[config.mk]
export PLATFORM = sky130hd
export DESIGN_NAME = adder_seq
export DESIGN_NICKNAME = d
export VERILOG_FILES = /design/src/rtl/adder_pkg.sv /design/src/rtl/chunk_add.sv /design/src/rtl/adder_seq.sv
export SDC_FILE = /design/constraint.sdc
export NUM_CORES = 1
export LEC_CHECK = 0
export ABC_AREA = 1
export BUFFER_PORTS_ARGS = -buffer_cell sky130_fd_sc_hd__buf_2
export CELL_PAD_IN_SITES_DETAIL_PLACEMENT = 1
export CELL_PAD_IN_SITES_GLOBAL_PLACEMENT = 2
export CORE_AREA = 3 3 107 109
export CTS_CLUSTER_DIAMETER = 150
export DETAILED_ROUTE_END_ITERATION = 16
export DIE_AREA = 0 0 110 112
export PLACE_DENSITY = 0.78
export RECOVER_POWER = 100
export SYNTH_ARGS = -nofsm -noshare
export SYNTH_HDL_FRONTEND = slang
export SYNTH_SLANG_ARGS = --single-unit
[constraint.sdc]
create_clock -name clk -period 3.26 [get_ports clk]
set_clock_uncertainty 0.15 [all_clocks]
set_input_delay 0.326 -clock clk [delete_from_list [all_inputs] [get_ports clk]]
set_output_delay 0.326 -clock clk [all_outputs]
set_load 0.02 [all_outputs]
[src/rtl/adder_pkg.sv]
// Shared types and defaults for the chunk-serial adder (adder_seq / chunk_add).
package adder_pkg;

  localparam int DEF_WIDTH = 16;
  localparam int DEF_CHUNK = 4;

  typedef enum logic [1:0] {
    IDLE = 2'd0,
    CALC = 2'd1,
    DONE = 2'd2
  } state_e;

  // Width of a counter that indexes n items; never narrower than one bit.
  function automatic int idx_bits(input int n);
    return (n > 1) ? $clog2(n) : 1;
  endfunction

endpackage

[src/rtl/chunk_add.sv]
// Combinational CHUNK-bit adder slice with carry in/out, used once per clock by adder_seq.
module chunk_add
  import adder_pkg::*;
#(
  parameter int CHUNK = DEF_CHUNK
) (
  input  logic [CHUNK-1:0] a,
  input  logic [CHUNK-1:0] b,
  input  logic             cin,
  output logic [CHUNK-1:0] s,
  output logic             cout
);

  logic [CHUNK:0] total;

  always_comb begin
    total = {1'b0, a} + {1'b0, b} + {{CHUNK{1'b0}}, cin};
    s     = total[CHUNK-1:0];
    cout  = total[CHUNK];
  end

endmodule

[src/rtl/adder_seq.sv]
// Chunk-serial adder: adds CHUNK bits per clock, LSB first, with valid/ready on both sides.
// Optional subtract mode (a + ~b + 1) is enabled by defining ADDER_SEQ_SUB_EN.
module adder_seq
  import adder_pkg::*;
#(
  parameter int WIDTH = DEF_WIDTH,
  parameter int CHUNK = DEF_CHUNK
) (
  input  logic             clk,
  input  logic             rst,
  input  logic             in_valid,
  output logic             in_ready,
  input  logic [WIDTH-1:0] a,
  input  logic [WIDTH-1:0] b,
  input  logic             op,
  output logic             out_valid,
  input  logic             out_ready,
  output logic [WIDTH:0]   sum
);

  localparam int CHUNK_SAFE = (CHUNK < 1) ? 1 : CHUNK;
  localparam int NCHUNK     = WIDTH / CHUNK_SAFE;
  localparam int IDXW       = idx_bits(NCHUNK);
  localparam logic [IDXW-1:0] LAST = IDXW'(NCHUNK - 1);

  generate
    if (CHUNK < 1) begin : g_bad_chunk
      $error("adder_seq: CHUNK must be at least 1");
    end else if ((WIDTH % CHUNK_SAFE) != 0) begin : g_bad_width
      $error("adder_seq: WIDTH must be a multiple of CHUNK");
    end
  endgenerate

  state_e           state_q, state_d;
  logic [WIDTH-1:0] a_q, a_d;
  logic [WIDTH-1:0] b_q, b_d;
  logic [WIDTH-1:0] res_q, res_d;
  logic [WIDTH:0]   sum_q, sum_d;
  logic [IDXW-1:0]  idx_q, idx_d;
  logic             carry_q, carry_d;

  logic             accept;
  logic             last_chunk;
  logic             sub_sel;
  logic [CHUNK-1:0] chunk_a, chunk_b, chunk_s;
  logic             chunk_cout;

`ifdef ADDER_SEQ_SUB_EN
  assign sub_sel = op;
`else
  logic unused_op;
  assign unused_op = op;
  assign sub_sel   = 1'b0;
`endif

  assign accept     = in_valid && (state_q == IDLE);
  assign last_chunk = (idx_q == LAST);
  assign chunk_a    = a_q[int'(idx_q)*CHUNK +: CHUNK];
  assign chunk_b    = b_q[int'(idx_q)*CHUNK +: CHUNK];

  chunk_add #(
    .CHUNK (CHUNK)
  ) u_chunk_add (
    .a    (chunk_a),
    .b    (chunk_b),
    .cin  (carry_q),
    .s    (chunk_s),
    .cout (chunk_cout)
  );

  // State register plus datapath registers; reset wins over any handshake.
  always_ff @(posedge clk) begin
    if (rst) begin
      state_q <= IDLE;
      a_q     <= '0;
      b_q     <= '0;
      res_q   <= '0;
      sum_q   <= '0;
      idx_q   <= '0;
      carry_q <= 1'b0;
    end else begin
      state_q <= state_d;
      a_q     <= a_d;
      b_q     <= b_d;
      res_q   <= res_d;
      sum_q   <= sum_d;
      idx_q   <= idx_d;
      carry_q <= carry_d;
    end
  end

  always_comb begin
    state_d = state_q;
    unique case (state_q)
      IDLE:    if (in_valid) state_d = CALC;
      CALC:    if (last_chunk) state_d = DONE;
      DONE:    if (out_ready) state_d = IDLE;
      default: state_d = IDLE;
    endcase
  end

  // B is stored pre-inverted for subtract so the CALC path is a plain add.
  always_comb begin
    a_d     = a_q;
    b_d     = b_q;
    res_d   = res_q;
    sum_d   = sum_q;
    idx_d   = idx_q;
    carry_d = carry_q;
    if (accept) begin
      a_d     = a;
      b_d     = sub_sel ? ~b : b;
      carry_d = sub_sel;
      idx_d   = '0;
    end else if (state_q == CALC) begin
      res_d[int'(idx_q)*CHUNK +: CHUNK] = chunk_s;
      carry_d = chunk_cout;
      idx_d   = idx_q + 1'b1;
      if (last_chunk) begin
        sum_d = {chunk_cout, res_d};
      end
    end
  end

  always_comb begin
    in_ready  = (state_q == IDLE);
    out_valid = (state_q == DONE);
    sum       = sum_q;
  end

endmodule

==> results of run 1 <==
==> cell usage after synthesis (7+ instances only) <==
| library cell | n |
|---|---|
| clkbuf_1 | 7 |
| ha_1 | 9 |
| buf_2 | 11 |
| nor2_1 | 86 |
| o21ai_1 | 63 |
| a21oi_1 | 23 |
| nand2_1 | 35 |
| dfxtp_1 | 70 |
| o21ai_0 | 14 |
| o22ai_1 | 14 |
| inv_1 | 60 |
| nand3_1 | 12 |
| o21a_1 | 11 |
| inv_2 | 12 |
==> sequential cells by signal (all words and copies together) (netlist names) <==
signal,cells
idx_q,2
carry_q,1
sum,17
res_q,16
state_q,2
b_q,16
a_q,16
==> critical path: cells and delay by family, from the launching register on <==
family,cells,cell delay (ns)
compound gates,2,0.32
buf+inv,4,0.96
flops,1,0.36
simple gates,2,1.06
==> power by group through the flow <==
| stage | combinational [mW] | sequential (mW) | clock [mW] |
|---|---|---|---|
| finish | 0.298 | 0.936 | 0.814 |
| global route | 0.350 | 0.944 | 0.883 |
| CTS | 0.312 | 0.938 | 0.846 |
| detailed placement | 0.310 | 0.958 | 0 |
| global placement | 0.299 | 0.956 | 0 |
| floorplan | 0.231 | 0.949 | 0 |
==> placed cells by master (no fill, tap or decap) <==
cell and n:
clkinv_4 1, buf_2 35, inv_1 62, inv_2 8
or2_2 1, clkbuf_1 20, clkbuf_2 1, inv_6 1
ha_1 9, a21oi_1 23, o21a_1 11, clkinv_1 2
o21ai_0 34, a32oi_1 2, nand3_1 12, o21bai_1 5
bufinv_16 2, o22ai_1 14, nand2_1 35, fa_1 2
clkbuf_8 11, buf_4 5, dfxtp_1 70, o21ai_1 43
nand4_1 4, nor2_1 87, nor2_2 1
==> kinds of logic after synthesis <==
family,Yosys count,share of synthesized area
adder cells (fa/ha/maj),11,0.04701
flip-flops,70,0.4316
buffers and inverters,97,0.1245
AND/OR/NAND/NOR,140,0.1734
AO/OA/AOI/OAI,132,0.2235
==> routing by layer <==
metal / part of all wire / up-vias
met5: 0 / -
met4: 0.0091 / 0
met3: 0.036 / 7
met2: 0.51 / 45
met1: 0.45 / 1413
li1: - / 1535
==> final timing paths <==
| check | end | slack (ns) | depth (start not counted) |
|---|---|---|---|
| worst min-delay path | a_q[9]$_SDFFE_PP0P_ | 0.07 | 3 |
| worst min register to register | b_q[11]$_SDFFE_PP0P_ | 0.33 | 2 |
| worst max register to register | sum[3]$_SDFFE_PP0P_ | 0.35 | 8 |
| worst max-delay path | sum[3]$_SDFFE_PP0P_ | 0.35 | 8 |
==> metrics by stage <==
stage          std cells  hold slack, ns    util
6_report             641         0.06717  0.3554
5_1_grt              641         0.06162  0.3554
4_1_cts              641         0.05341  0.3586
3_5_place_dp         625          0.3236  0.3368
3_3_place_gp         625          0.3111  0.3368
2_1_floorplan        450          0.2996       -
==> area by class of cell <==
| cell class | instances | area [µm²] | area share |
|---|---|---|---|
| flip-flops and latches | 70 | 1401 | 0.3685 |
| repair buffers | 60 | 289.0 | 0.07601 |
| multi-input cells | 283 | 1434 | 0.3771 |
| clock inverters | 4 | 77.57 | 0.02040 |
| inverters | 72 | 270.3 | 0.07108 |
| well taps | 140 | 175.2 | 0.04607 |
| clock buffers | 12 | 155.1 | 0.04080 |
==> results.txt, run 1 <==
- Global placer's final weighted congestion: approximately 0.76
* CP Max Fanout: 30
- Total of endpoints with negative setup slack in the final report: 0
- Total number of H-tree levels: 3
- Detailed placement finished with a half-perimeter wire length of ~5900 µm.
* Final total negative setup slack: 0 ns
* Max-cap viol count: 0
- Dividing the final minimum period by the clock period gives 0.8932.
- Longest Clk Path Bufs: 2
- Critical Path End Type: flip-flop
- In this run, synthesis produced a sequential element count of 70.
- The share of total power dissipated in sequential elements is 0.457.
- DIE AREA: between 10000 and 15000 µm²
- Detailed-routing iteration count for the pre-antenna-repair pass: 4
* Vias per inst: approximately 4.7
- Post-layout instance area: ~3800 µm²
- The first global-routing pass estimated roughly 14000 µm of wire.
* CTS clock-pin slew for the worst setup and hold paths: 0.08 ns
- At the end of the flow, the number of nets in the layout was between 500 and 600.
* Post-Syn Instances: between 400 and 500
* Number of max-slew violations in the final report: 0
- Number of antenna violations at the first check in global routing: 0
* CTS Root Cell: clkbuf_8
- TritonCTS built the clock tree.
- Pin count of the biggest net entering global routing: 50
- Die outline height: ~110 µm
- Clock tree synthesis inserted a total of 9 buffers.
- Vias in the first global route: ~3000
* Clock Latency Late Sink: between 0.3 and 0.4 ns
* Cell Chain, Critical Path: clkinv_1 > nor2_2 > inv_1 > nor2_1 > buf_4 > o21ai_0 > o21bai_1 > inv_1
- The cell that appears most often on the critical path is inv_1.
- Num Clock Sinks: 70
* Input/output buffers: 54
* Peak ir drop on the vdd network: ~0.16 mV
- Initial Util: 0.3035
- I/O pin total: 56
* Number of antenna diodes: 0
- Once the clock tree was built, the setup fixing pass inserted 0 buffers.
* Post-Syn Nets: 498
* Portion of synthesized cell area occupied by the leading cell type: 0.4316
* GRT met1 Usage: 0.1628
- Yosys printed 0 warnings.
- Total internal power: between 1 and 1.5 mW
- Power, Total: approximately 2.0 mW
* Final min period: 2.912 ns
- For this design the total switching power over the nets is roughly 0.55 mW.
* Setup WS post-layout: approximately 0.35 ns
- Post-Route WL: around 8300 µm
- From synthesis to final layout, the design area changed by 17.11%.
- In the global route stage, overall resource usage came out at 0.1404.
* Classification of the worst-slack hold path: input pin to flip-flop
- OpenSTA, run right after detailed placement, puts the worst setup slack at around 0.40 ns.
- The filler cells instantiated in the layout total between 1000 and 1500.
- The worst hold path begins at a[9].
* Sequential share of the synthesized area: 0.4316
- Final hold vios: 0
- Data on the critical path is required at its endpoint by about 3.4 ns.
- The worst setup path is of the flip-flop to flip-flop kind.
- Arrival time worst endpoint: about 3 ns
- Summing over every cut layer, the via total after detailed routing is 3000.
* Number of enable-type register cells in the synthesized netlist: 0
- In the routed design, unresolved DRC markers number 0.
- STA classifies the critical path startpoint as a flip-flop.
- Netlist cell types: 24
- In the final routed layout, each cell accounts on average for approximately 13 µm.
- Leakage power: approximately 1.8 nW
- The flow ran to the end, and the final reports show no timing, DRC or antenna violations.
* Cell area after placement: between 3000 and 4000 µm²
- Fraction of power consumed by combinational cells: 0.146
* Setup repair after global routing missed its margin: false
- Core ar.: approximately 11000 µm²
* Die X-Extent: between 100 and 150 µm
* Gates resized, CTS repair: 0
* Synth Cell Area: roughly 3200 µm²
* Worst Max-Slew Pin Slew: slightly below 1 ns
- Slowest stage cell, crit path: nor2_1
- Cell types with the largest area share after synthesis: dfxtp_1, nor2_1, o21ai_1, inv_1, nand2_1
* Launching instance or port of the critical path: state_q[0]$_SDFFE_PP0P_
- Power density over the cells: between 500 and 600 nW/µm²
- Quantity of hold-fixing buffers added after cts: 0
- Global route total overflow: 0
- In this run the critical register-to-register path is launched from state_q[0]$_SDFFE_PP0P_.
* Post-synth top flop: dfxtp_1
- Of the total power, the clock network draws 0.397.
- Summed over all instances, the cell type with the most area after synthesis is dfxtp_1.
* Met2 Use GR: 0.2528
- Of the total power, the share spent switching nets is 0.2696.
* Maximum clock rate: 343.4 MHz
- In the final layout, the share of cells above drive strength 1 is 0.1317.
* Proportion of register bits with asynchronous set or reset after synthesis: 0
- After floorplanning, the core was divided into 38 placement rows.
- Mean instance size in the synthesized netlist: about 7.2 µm²
* Antenna-violating nets left: 0
* Detailed router's first-iteration violation count: 60
- The layer flagged by global routing as most heavily used is met2.
- In the global route stage, met3 resource usage came out at 0.03768.
- Biggest cell delay along the critical path: 0.71 ns
* Tightest slew margin relative to the limit: 0.3463
Note: power is estimated with default switching activity, not from simulation.
==> run 2, diff against run 1 <==
--- a/config.mk
+++ b/config.mk
@@ -9,11 +9,11 @@
 export BUFFER_PORTS_ARGS = -buffer_cell sky130_fd_sc_hd__buf_2
 export CELL_PAD_IN_SITES_DETAIL_PLACEMENT = 1
 export CELL_PAD_IN_SITES_GLOBAL_PLACEMENT = 2
-export CORE_AREA = 3 3 107 109
+export CORE_AREA = 3 3 112 114
 export CTS_CLUSTER_DIAMETER = 150
 export DETAILED_ROUTE_END_ITERATION = 16
-export DIE_AREA = 0 0 110 112
-export PLACE_DENSITY = 0.78
+export DIE_AREA = 0 0 115 117
+export PLACE_DENSITY = 0.75
 export RECOVER_POWER = 100
 export SYNTH_ARGS = -nofsm -noshare
 export SYNTH_HDL_FRONTEND = slang
==> constraint.sdc (replaced) <==
create_clock -name clk -period 2.4 [get_ports clk]
set_clock_uncertainty 0.15 [all_clocks]
set_input_delay 0.24 -clock clk [delete_from_list [all_inputs] [get_ports clk]]
set_output_delay 0.24 -clock clk [all_outputs]
set_load 0.02 [all_outputs]
==> run 2 against run 1 <==
Net effect:
- clock power up 86%
- non-clock buffer count grew 40
- die area grew 9.2%
- via count rose by 4.0%
- hold slack worse by 0.060 ns
- global-route usage grew 0.42 points
- sequential share of layout area down 5.3 points
- sequential power increased by 37%
- first-iteration DRC count grew 57%
- critical path type unchanged
- largest cell class unchanged
- highest routed layer unchanged
==> results.txt, run 2 (synthesis results as in run 1) <==
* DIE AREA: 13460 µm² (was 12320 µm²)
* Number of clock buffers inserted by TritonCTS: 9 (unchanged)
* Worst-case hold path end point: a_q[7]$_SDFFE_PP0P_ (was a_q[9]$_SDFFE_PP0P_)
- Pin count of the biggest net entering global routing: 50 (unchanged)
- Fraction of power consumed by combinational cells: 0.167 (was 0.146)
- Register-to-register setup slack: 0.05 ns (was 0.35 ns)
- Die X-Extent: 115 µm (was 110 µm)
- Run status: complete, no violations (unchanged).
- The routed via count divided by cell count is 4.561 (was 4.680).
- Required time reported for the critical path endpoint: 2.47 ns (was 3.40 ns)
- Overall global routing resource usage: 0.1446 (was 0.1404)
* Setup repair after global routing missed its margin: true (was false)
- The register share of total power is 0.381 (was 0.457).
- The final-stage net count was 584 (was 544).
* Critical register-to-register path startpoint: idx_q[0]$_SDFFE_PP0P_ (was state_q[0]$_SDFFE_PP0P_)
- Worst Min Path Start: a[7] (was a[9])
- The number of flip-flops under the largest register name was 17 (unchanged).
- Total number of placement rows: 39 (was 38)
- The cell depth of the worst min-delay path was 3 (unchanged).
* Max-cap viol count: 0 (unchanged)
* Depth of the worst register-to-register path: 14 (was 8)
- Total number of H-tree levels: 3 (unchanged)
- Count of unresolved DRC violations after routing: 0 (unchanged)
- Clock Latency Late Sink: 0.33 ns (was 0.34 ns)
- Leakage power: 2.075 nW (was 1.807 nW)
* I/O pin total: 56 (unchanged)
- The number of failing hold endpoints at the final stage came to 0 (unchanged).
- CP Max Fanout: 6 (was 30)
- Cell area after placement: 3775 µm² (was 3603 µm²)
- Number of antenna violations at the first check in global routing: 0 (unchanged)
* Switching power as a share of total power: 0.2561 (was 0.2696)
- The count of nets left with antenna violations after detail routing is 0 (unchanged).
* Leading cell type in the layout, fill and taps excluded: nor2_1 (unchanged)
- The height of the chip came to 117 µm (was 112 µm).
* Num Clock Sinks: 70 (unchanged)
* CTS Root Cell: clkbuf_16 (was clkbuf_8)
- Commonest cells after routing, fill and taps aside: nor2_1, dfxtp_1, o21ai_1, inv_1, buf_2 (was nor2_1, dfxtp_1, inv_1, o21ai_1).
* Net Switching: 0.8571 mW (was 0.5522 mW)
* Detailed router's first-iteration violation count: 94 (was 60)
- Tightest slew margin relative to the limit: 0.4956 (was 0.3463)
- Detailed-route via count: 3120 (was 3000)
* Number of max-slew violations in the final report: 0 (unchanged)
- Final min period: 2.350 ns (was 2.912 ns)
* Total of endpoints with negative setup slack in the final report: 0 (unchanged)
* Share of post-route cells with drive strength above 1: 0.2329 (was 0.1317)
- Final standard cell utilization of the core: 0.3873 (was 0.3554)
- The length of the first detailed-routing pass in iterations was 4 (unchanged).
* Sort of element at the start of the critical path: flip-flop (unchanged)
* CTS tree: yes (unchanged)
- Global route total overflow: 0 (unchanged)
- Wire length of the first global-routing pass: 15500 µm (was 13730 µm)
* Post-Route WL: 8996 µm (was 8251 µm)
- The maximum vdd ir drop is 0.3265 mV (was 0.1590 mV).
- Final worst-path cycle share: 0.9792 (was 0.8932)
- Worst Max-Slew Pin Slew: 0.7566 ns (was 0.9795 ns)
- The kind of capture point of the worst setup path was a flip-flop (unchanged).
* Post-detailed-placement half-perimeter wirelength: 6394 µm (was 5930 µm)
- Initial Util: 0.2819 (was 0.3035)
- The maximum root-to-sink buffer count was 2 (unchanged).
- Total internal power: 2.489 mW (was 1.496 mW)
* Global placer's final weighted congestion: 0.7953 (was 0.7562)
- The layout overhead on the synthesized area came to 37.38% (was 17.11%).
* Total of fill cells in the finished design: 1452 (was 1358)
- Setup Crit Path Kind: flip-flop to flip-flop (unchanged)
* Power density over the cells: 750.2 nW/µm² (was 538.6 nW/µm²)
- The critical path arrival is 2.42 ns (was 3.06 ns).
* Core ar.: 11520 µm² (was 10700 µm²)
- The final routed wire length divided by cell count came to 13.15 µm (was 12.87 µm).
* Vias in the first global route: 3347 (was 2994)
- The count of buffers from port buffering is 54 (unchanged).
- The final instance area is 4461 µm² (was 3802 µm²).
- The part of the power in the clock network is 0.452 (was 0.397).
* CTS clock-pin slew for the worst setup and hold paths: 0.06 ns (was 0.08 ns)
* Number of antenna diodes: 0 (unchanged)
- Maximum clock rate: 425.5 MHz (was 343.4 MHz)
* Classification of the worst-slack hold path: input pin to flip-flop (unchanged)
- Worst flop-to-flop path endpoint: sum[14]$_SDFFE_PP0P_ (was sum[3]$_SDFFE_PP0P_)
==> run 2: changes by cell type in the layout (fill, tap and decap cells not counted), moves of 6 or more <==
cell           change
buf_4             +17
clkbuf_16          +9
clkbuf_8          -11
dlygate4sd3_1     +21
nand2_1            -8
nand2_2            +6
o21ai_0           -27
o21ai_1           +21
o21ai_2            +6
o22ai_1            -8
o22ai_2            +7
==> run 2: per-stage QoR <==
step / cells / TNS [ns] / total power, mW / hold slack [ns] / setup slack, ns
after CTS: 684 / 0 / 3.357 / 0.001403 / 0.001570
final: 684 / 0 / 3.346 / 0.006670 / 0.04990
after detailed placement: 646 / -0.8021 / 1.769 / 0.3200 / -0.1126
after global placement: 646 / -0.01743 / 1.751 / 0.3150 / -0.009936
after global routing: 684 / -0.6945 / 3.536 / 0.01260 / -0.08392
after floorplan: 450 / 0 / 1.607 / 0.2388 / 0.005792
==> run 2: worst max path at each step <==
stage                     startpoint                     end  slack (ns)
2_1_floorplan  idx_q[0]$_SDFFE_PP0P_  res_q[13]$_SDFFE_PP0P_       0.006
3_3_place_gp   idx_q[1]$_SDFFE_PP0P_     sum[6]$_SDFFE_PP0P_       -0.01
3_5_place_dp   idx_q[1]$_SDFFE_PP0P_     sum[6]$_SDFFE_PP0P_       -0.11
4_1_cts        idx_q[0]$_SDFFE_PP0P_     sum[5]$_SDFFE_PP0P_       0.002
5_1_grt        idx_q[0]$_SDFFE_PP0P_   res_q[6]$_SDFFE_PP0P_       -0.08
6_report       idx_q[0]$_SDFFE_PP0P_    sum[14]$_SDFFE_PP0P_        0.05
==> run 2: worst max-delay path: stages, from the launching register on <==
cell and delay [ns]:
dfxtp_4 0.40, buf_6 0.13, o21ai_2 0.05, o22ai_2 0.19, fa_2 0.24, inv_2 0.05, fa_2 0.39, inv_2 0.08
nand2_4 0.05, nand2_4 0.07, nor2_4 0.04, nand2_2 0.09, o22ai_2 0.07, o21bai_1 0.15, inv_1 0.06
==> run 2: layout make-up <==
type | count | area [µm²] | share of cell area
Multi-Input combinational cell | 283 | 1588 | 0.3560
Sequential cell | 70 | 1409 | 0.3158
Timing Repair Buffer | 100 | 665.6 | 0.1492
Inverter | 72 | 280.3 | 0.06283
Clock buffer | 10 | 229.0 | 0.05133
Tap cell | 143 | 178.9 | 0.04011
Clock inverter | 6 | 110.1 | 0.02468
==> run 2: repair_timing <==
item,CTS,global route
endpoints found under the setup margin,16,26
pin swaps,7,16
resized for setup,19,30
cloned,0,0
hold buffers,21,0
buffers inserted,1,0
hold endpoints to repair,21,0
==> run 2: per-layer routing <==
layer,routed length [µm],part of all wire,vias up,GRT usage
met2,4665,0.52,44,0.2677
li1,-,-,1619,-
met1,3944,0.44,1452,0.1647
met3,327,0.036,5,0.04576
met4,60,0.0067,0,0.02582
met5,0,0,-,0
==> run 2: power by group through the flow <==
| stage | Sequential [mW] | Clock, mW | Combinational (mW) |
|---|---|---|---|
| 2_1_floorplan | 1.29 | 0 | 0.318 |
| 3_3_place_gp | 1.30 | 0 | 0.454 |
| 3_5_place_dp | 1.30 | 0 | 0.470 |
| 4_1_cts | 1.28 | 1.56 | 0.522 |
| 5_1_grt | 1.28 | 1.61 | 0.637 |
| 6_report | 1.28 | 1.51 | 0.559 |
